`config.mk`:
```
export PLATFORM = sky130hd
export DESIGN_NAME = ex_div_flat
export DESIGN_NICKNAME = d
export VERILOG_FILES = /design/src/rtl/ex_div_pkg.sv /design/src/rtl/ex_div_if.sv /design/src/rtl/ex_div.sv /design/src/flat_wrapper.sv
export SDC_FILE = /design/constraint.sdc
export NUM_CORES = 1
export LEC_CHECK = 0
export CAP_MARGIN = 20
export CELL_PAD_IN_SITES_DETAIL_PLACEMENT = 1
export CELL_PAD_IN_SITES_GLOBAL_PLACEMENT = 2
export CORE_ASPECT_RATIO = 1.2
export CORE_MARGIN = 4
export CORE_UTILIZATION = 35
export CTS_CLUSTER_DIAMETER = 150
export DETAILED_ROUTE_END_ITERATION = 8
export GPL_ROUTABILITY_DRIVEN = 1
export PLACE_DENSITY_LB_ADDON = 0.1
export RECOVER_POWER = 100
export REMOVE_ABC_BUFFERS = 1
export SLEW_MARGIN = 20
export SYNTH_ARGS = -nofsm -noshare
export SYNTH_HDL_FRONTEND = slang
export SYNTH_SLANG_ARGS = --single-unit
```
`constraint.sdc`:
```
create_clock -name clk -period 6.8 [get_ports clk]
set_input_delay 1.02 -clock clk [delete_from_list [all_inputs] [get_ports clk]]
set_output_delay 1.02 -clock clk [all_outputs]
set_load 0.01 [all_outputs]
```
`src/rtl/ex_div_pkg.sv`:
```
// Shared state encoding and handshake level constants for the EX-stage divider.
package ex_div_pkg;

   localparam int DIV_DATA_W = 32;

   typedef enum logic [1:0] {
      DIV_FREE   = 2'b00,
      DIV_BYZERO = 2'b01,
      DIV_ON     = 2'b10,
      DIV_END    = 2'b11
   } div_state_t;

   localparam logic DIV_RESULT_READY     = 1'b1;
   localparam logic DIV_RESULT_NOT_READY = 1'b0;
   localparam logic DIV_START            = 1'b1;
   localparam logic DIV_STOP             = 1'b0;
   localparam logic STALL_STOP           = 1'b1;
   localparam logic STALL_NOSTOP         = 1'b0;

endpackage

```
`src/rtl/ex_div_if.sv`:
```
// EX <-> divider request/result bundle; master is the EX issue logic, slave is the divider.
interface ex_div_if #(
   parameter int DATA_W = ex_div_pkg::DIV_DATA_W
);
   import ex_div_pkg::*;

   logic                  signed_div_i;
   logic [DATA_W-1:0]     opdata1_i;
   logic [DATA_W-1:0]     opdata2_i;
   logic                  start_i;
   logic                  annul_i;
   logic [2*DATA_W-1:0]   result_o;
   logic                  ready_o;
   logic                  stallreq_o;

   modport master (
      output signed_div_i, opdata1_i, opdata2_i, start_i, annul_i,
      input  result_o, ready_o, stallreq_o
   );

   modport slave (
      input  signed_div_i, opdata1_i, opdata2_i, start_i, annul_i,
      output result_o, ready_o, stallreq_o
   );

endinterface

```
`src/rtl/ex_div.sv`:
```
// Radix-2 shift-subtract DIV/DIVU: {rem,quot} ready DATA_W+1 edges after accept (2 for divide-by-zero).
// Stall request stays high while start_i is held and no result is ready; result held until start_i drops.
module ex_div
   import ex_div_pkg::*;
#(
   parameter int DATA_W = DIV_DATA_W
) (
   input  logic    clk,
   input  logic    rst,
   ex_div_if.slave bus
);

   localparam int               CNT_W    = $clog2(DATA_W);
   localparam logic [CNT_W-1:0] CNT_LAST = CNT_W'(DATA_W - 1);

   div_state_t            r_state, w_state;
   logic [CNT_W-1:0]      r_cnt, w_cnt;
   logic [DATA_W-1:0]     r_dividend, w_dividend;
   logic [DATA_W-1:0]     r_divisor, w_divisor;
   logic [DATA_W-1:0]     r_rem, w_rem;
   logic [DATA_W-1:0]     r_quot, w_quot;
   logic                  r_neg_q, w_neg_q;
   logic                  r_neg_r, w_neg_r;
   logic                  r_ready, w_ready;
   logic [2*DATA_W-1:0]   r_result, w_result;

   logic [DATA_W:0]       w_shift;
   logic [DATA_W:0]       w_diff;
   logic                  w_qbit;
   logic [DATA_W-1:0]     w_rem_step;
   logic [DATA_W-1:0]     w_quot_step;
   logic                  w_sign1;
   logic                  w_sign2;

   function automatic logic [DATA_W-1:0] fix_sign(input logic neg, input logic [DATA_W-1:0] v);
      return neg ? -v : v;
   endfunction

   // 33-bit trial subtract: the shifted partial remainder may exceed DATA_W bits before subtraction.
   assign w_shift     = {r_rem, r_dividend[DATA_W-1]};
   assign w_diff      = w_shift - {1'b0, r_divisor};
   assign w_qbit      = ~w_diff[DATA_W];
   assign w_rem_step  = w_qbit ? w_diff[DATA_W-1:0] : w_shift[DATA_W-1:0];
   assign w_quot_step = {r_quot[DATA_W-2:0], w_qbit};
   assign w_sign1     = bus.signed_div_i & bus.opdata1_i[DATA_W-1];
   assign w_sign2     = bus.signed_div_i & bus.opdata2_i[DATA_W-1];

   always_comb begin
      w_state    = r_state;
      w_cnt      = r_cnt;
      w_dividend = r_dividend;
      w_divisor  = r_divisor;
      w_rem      = r_rem;
      w_quot     = r_quot;
      w_neg_q    = r_neg_q;
      w_neg_r    = r_neg_r;
      w_ready    = r_ready;
      w_result   = r_result;
      case (r_state)
         DIV_FREE: begin
            w_ready  = DIV_RESULT_NOT_READY;
            w_result = '0;
            if (bus.start_i == DIV_START && !bus.annul_i) begin
               if (bus.opdata2_i == '0) begin
                  w_state = DIV_BYZERO;
               end else begin
                  w_state    = DIV_ON;
                  w_dividend = fix_sign(w_sign1, bus.opdata1_i);
                  w_divisor  = fix_sign(w_sign2, bus.opdata2_i);
                  w_neg_q    = w_sign1 ^ w_sign2;
                  w_neg_r    = w_sign1;
                  w_cnt      = '0;
                  w_rem      = '0;
                  w_quot     = '0;
               end
            end
         end
         DIV_BYZERO: begin
            w_result = '0;
            if (bus.annul_i) begin
               w_state = DIV_FREE;
               w_ready = DIV_RESULT_NOT_READY;
            end else begin
               w_state = DIV_END;
               w_ready = DIV_RESULT_READY;
            end
         end
         DIV_ON: begin
            if (bus.annul_i) begin
               w_state = DIV_FREE;
            end else begin
               w_dividend = {r_dividend[DATA_W-2:0], 1'b0};
               w_rem      = w_rem_step;
               w_quot     = w_quot_step;
               w_cnt      = r_cnt + CNT_W'(1);
               if (r_cnt == CNT_LAST) begin
                  w_state  = DIV_END;
                  w_ready  = DIV_RESULT_READY;
                  w_result = {fix_sign(r_neg_r, w_rem_step), fix_sign(r_neg_q, w_quot_step)};
               end
            end
         end
         DIV_END: begin
            if (bus.annul_i || bus.start_i == DIV_STOP) begin
               w_state  = DIV_FREE;
               w_ready  = DIV_RESULT_NOT_READY;
               w_result = '0;
            end
         end
         default: begin
            w_state  = DIV_FREE;
            w_ready  = DIV_RESULT_NOT_READY;
            w_result = '0;
         end
      endcase
   end

   always_ff @(posedge clk or negedge rst) begin
      if (!rst) begin
         r_state    <= DIV_FREE;
         r_cnt      <= '0;
         r_dividend <= '0;
         r_divisor  <= '0;
         r_rem      <= '0;
         r_quot     <= '0;
         r_neg_q    <= 1'b0;
         r_neg_r    <= 1'b0;
         r_ready    <= DIV_RESULT_NOT_READY;
         r_result   <= '0;
      end else begin
         r_state    <= w_state;
         r_cnt      <= w_cnt;
         r_dividend <= w_dividend;
         r_divisor  <= w_divisor;
         r_rem      <= w_rem;
         r_quot     <= w_quot;
         r_neg_q    <= w_neg_q;
         r_neg_r    <= w_neg_r;
         r_ready    <= w_ready;
         r_result   <= w_result;
      end
   end

   assign bus.result_o   = r_result;
   assign bus.ready_o    = r_ready;
   assign bus.stallreq_o = (bus.start_i == DIV_START && r_ready == DIV_RESULT_NOT_READY) ?
                           STALL_STOP : STALL_NOSTOP;

endmodule

```
`src/flat_wrapper.sv`:
```
// flat-port wrapper written by rule: the top's interface ports become plain ports
module ex_div_flat import ex_div_pkg::*;
#(
   parameter int DATA_W = DIV_DATA_W
)
  (clk, rst, bus_signed_div_i, bus_opdata1_i, bus_opdata2_i, bus_start_i, bus_annul_i, bus_result_o, bus_ready_o, bus_stallreq_o);
  ex_div_if #(.DATA_W(DATA_W)) bus_i ();
  input  logic clk;
  input  logic rst;
  input wire logic [$bits(bus_i.signed_div_i)-1:0] bus_signed_div_i;
  input wire logic [$bits(bus_i.opdata1_i)-1:0] bus_opdata1_i;
  input wire logic [$bits(bus_i.opdata2_i)-1:0] bus_opdata2_i;
  input wire logic [$bits(bus_i.start_i)-1:0] bus_start_i;
  input wire logic [$bits(bus_i.annul_i)-1:0] bus_annul_i;
  output wire logic [$bits(bus_i.result_o)-1:0] bus_result_o;
  output wire logic [$bits(bus_i.ready_o)-1:0] bus_ready_o;
  output wire logic [$bits(bus_i.stallreq_o)-1:0] bus_stallreq_o;
  assign bus_i.signed_div_i = bus_signed_div_i;
  assign bus_i.opdata1_i = bus_opdata1_i;
  assign bus_i.opdata2_i = bus_opdata2_i;
  assign bus_i.start_i = bus_start_i;
  assign bus_i.annul_i = bus_annul_i;
  assign bus_result_o = bus_i.result_o;
  assign bus_ready_o = bus_i.ready_o;
  assign bus_stallreq_o = bus_i.stallreq_o;
  ex_div #(.DATA_W(DATA_W)) u_core (.clk(clk), .rst(rst), .bus(bus_i));
endmodule
```
==> summary.txt <==
Global routing
  – GR Util met1: 0.246
  – Initial antenna violation count: 0
  – GR Util met2: 0.379
  – Largest net degree at the start of global routing: 88
  – Busiest grt layer: met2
  – Grt ovf: 0
  – Met3 GRT Util: 0.0200
  – First-pass GRT wire length: 69300 um
  – Global Route Usage Sum: 0.202
  – Vias in the first global route: 12700

Power and ir drop
  – Logic pwr share: 0.468
  – Clock share of power: 0.248
  – Worst vdd ir: 0.218 mV
  – NetSw: 0.00256 W
  – Sequential share of power: 0.284
  – Sw frac: 0.440
  – Internal: 0.00326 W
  – Total power: 0.00582 W
  – Pleak: 6.87 nW
  – Power Dens Cells: 367 nW/um2

Setup path
  – Worst r2r src: u_core.r_rem[4]
  – Kind of critical path: in2reg
  – Worst-path fanout max: 68
  – RR Endpoint: u_core.bus.result_o[60]
  – Setup crit end kind: flip-flop
  – CP required: 7.23 ns
  – Reg2reg path depth: 18
  – Crit path DAT: 6.47 ns
  – R2R Setup Slk: 0.91 ns
  – CP Launch Type: input port

Yosys
  – Synthesized instance count: 1665
  – Yosys reg bits: 201
  – Async set-or-reset flop fraction in the synthesized netlist: 1.00
  – Syn Area/Cell: 8.04 um2
  – Sequential fraction of the synthesis area: 0.376
  – Simple-gate share of the synthesized area: 0.199
  – Number of synthesized flops with an enable pin: 0
  – Yosys top cell area share: 0.376
  – Post-Synth Adder-Cell Area: 0.0417
  – Count of unique library cells instantiated by Yosys: 75
  – Xor/xnor cell area share of the yosys netlist: 0.0903
  – Synth Cell Area: 13400 um2
  – Mux contribution to synthesized area: 0.0173
  – Synth Area in Compound Gates: 0.224
  – Combinational family with the most area after synthesis: compound AO/OA/AOI/OAI gates
  – Post-synth top area cell: dfrtp_1
  – Largest cells by area after synthesis: dfrtp_1 (38%), nand2_1 (8.7%), o21ai_0 (8.0%), xnor2_1 (4.6%), xor2_1 (4.4%)
  – Primary FF master, synth: dfrtp_1
  – Synthesis Warnings: 0

Clock tree
  – Clock root cell: clkbuf_16
  – # resized after CTS: 0
  – Post-CTS Setup Inserts: 0
  – CTS tree: done
  – CTS Hold Buffers Added: 0
  – H-Tree Depth: 1
  – Cts bufs inserted: 26
  – Clk sinks: 201
  – Clock tree buffer depth: 3
  – Worst-path clk slew: 0.06 ns
  – Clk Latency, worst-skew pair: 0.55 ns

Drt
  – Iter 0 DRT Violations: 554
  – DRT Pass-1 Iters: 4
  – Routed Antenna Nets: 0
  – Via count: 12200
  – Residual DRC count: 0
  – Post-DR vias/cell: 5.43
  – Drt total wl: 42600 um
  – WL/cell: 18.9 um

STA
  – Fin. Hold Viols: 0
  – RSZ-0062 raised after global routing: no
  – Min Hold Slack: 0.469 ns
  – Fin crit period: 6.04 ns
  – Setup Viol. Count Final: 0
  – Max Freq: 166 MHz
  – Final Max Slew Viols: 262
  – Clock Skews: 0.0127 ns
  – Fin crit share: 0.888
  – Worst slew pin tran: 5.12 ns
  – Setup_tns: 0 ns
  – Max_slew headroom: -2.41
  – Final worst slack: 0.759 ns

Job
  – Max_cap viols: 4

Worst hold path
  – Hold Path Stages: 2
  – Worst min-delay path startpoint: u_core.bus.result_o[62]
  – Min-delay worst type: reg2reg
  – Hold Path End: u_core.bus.result_o[62]

Floorplanning
  – Row Count: 78
  – Die width: 187 um
  – Core Box Area: 37800 um2
  – Starting Density: 0.354
  – Die area: 41400 um2
  – Die Y: 222 um
  – I/O pin count: 135

Placed design
  – Post-DP HPWL: 31600 um
  – Post-place setup slack: 1.21 ns
  – Placer congestion estimate: 0.857
  – Number of port buffers: 134

Layout
  – Layout area overhead: 18.6%
  – Nets@finish: 1865
  – Share of cells above drive strength 1: 0.0418
  – Fillers: 4497

Run status
  – Status: complete, but fails checks
  – Failing checks: max-capacitance violations, max-slew violations
==> routing by layer <==
| layer | vias up | wire length, um | share of wire |
|---|---|---|---|
| met5 | - | 0 | 0 |
| met2 | 153 | 22300 | 0.52 |
| met4 | 0 | 1080 | 0.025 |
| met1 | 5987 | 18100 | 0.42 |
| li1 | 6028 | - | - |
| met3 | 57 | 1130 | 0.026 |
==> power by group through the flow <==
stage | Combinational (W) | Clock (W) | Sequential, W
after CTS | 0.00284 | 0.00149 | 0.00166
after floorplan | 0.00173 | 0 | 0.00168
final | 0.00272 | 0.00144 | 0.00165
after global routing | 0.00307 | 0.00154 | 0.00169
after global placement | 0.00279 | 0 | 0.00167
after detailed placement | 0.00283 | 0 | 0.00168
==> synthesized netlist by cell type (all sizes together) (10+ instances only) <==
library cell and instances:
a21o 11, a21oi 118, a31oi 11, buf 25, clkbuf 65, dfrtp 201
ha 43, inv 67, mux2i 22, nand2 313, nand3 23, nand4 10
nor2 110, nor3 28, nor4 28, o211ai 12, o21ai 242, o31ai 53
o41ai 14, or3 14, or4 15, xnor2 71, xor2 67
==> state kept, by name (all words and copies together), names as in the netlist <==
register / cells
u_core.r_cnt: 5
u_core.r_dividend: 32
u_core.r_neg_q: 1
u_core.r_rem: 32
u_core.bus.result_o: 64
u_core.r_divisor: 32
u_core.r_quot: 31
u_core.r_neg_r: 1
u_core.bus.ready_o: 1
u_core.r_state: 2
==> final cells by class <==
| cell class | count | area (um2) | area share |
|---|---|---|---|
| Multi-Input combinational cell | 1306 | 7650 | 0.482 |
| Sequential cell | 201 | 5030 | 0.317 |
| Timing Repair Buffer | 149 | 1430 | 0.0902 |
| Clock buffer | 41 | 807 | 0.0509 |
| Tap cell | 480 | 601 | 0.0378 |
| Inverter | 68 | 255 | 0.0161 |
| Clock inverter | 6 | 91.3 | 0.00576 |
| Antenna cell | 1 | 2.50 | 0.000158 |
==> worst max-delay path, cell delays in order <==
cell	delay, ns
clkdlybuf4s50_1	0.49
or4_4	0.55
nor2_2	0.11
nand2_1	0.12
or4_4	0.52
nor2b_1	0.33
nand2_1	0.21
or3_1	0.53
and3_1	0.94
o21ai_4	0.58
clkbuf_2	0.71
o21ai_1	0.15
a22o_1	0.20
==> worst max path at each step <==
stage / start / end / slack (ns) / cells past startpoint
5_1_grt: u_core.r_rem[4] / u_core.bus.result_o[60] / 0.34 / 18
2_1_floorplan: bus_opdata2_i[5] / u_core.r_cnt[2] / 0.83 / 11
6_report: bus_opdata2_i[3] / u_core.r_cnt[3] / 0.76 / 13
4_1_cts: u_core.r_rem[4] / u_core.bus.result_o[60] / 1.18 / 18
3_3_place_gp: bus_opdata2_i[3] / u_core.r_cnt[2] / 1.31 / 13
3_5_place_dp: u_core.r_rem[4] / u_core.bus.result_o[60] / 1.21 / 18
==> stage by stage <==
stage	instance area, um2	utilization	std cells
2_1_floorplan	12900	-	1575
5_1_grt	15900	0.420	2251
4_1_cts	15900	0.422	2251
3_5_place_dp	15000	0.398	2204
3_3_place_gp	15000	0.398	2204
6_report	15900	0.420	2252
==> placed cells by master (no fill, tap or decap), drive strengths merged, types with 3 or more instances in the layout <==
cell type	instances
nand2	313
o21ai	242
dfrtp	201
a21oi	118
nor2	110
xnor2	71
inv	67
xor2	67
clkdlybuf4s50	67
dlygate4sd3	66
o31ai	53
clkbuf	48
ha	43
nor3	28
nor4	28
nand3	23
mux2i	22
or4	15
or3	14
o41ai	14
o211ai	12
a31oi	11
a21o	11
nand4	10
and2	9
nand2b	9
buf	9
and3	8
nor2b	8
a211oi	8
or2	8
clkinv	5
o211a	4
o21a	4
a22o	4
and4	3
a221oi	3
o21bai	3
a21boi	3
==> cell families after synthesis <==
logic type | Yosys count
and+or+nand+nor | 592
AOI/OAI and AO/OA | 509
DFF | 201
buffers and inverters | 158
xor gates and xnor gates | 138
adders and majority gates | 44
muxes | 23
Note: power is estimated with default switching activity, not from simulation.
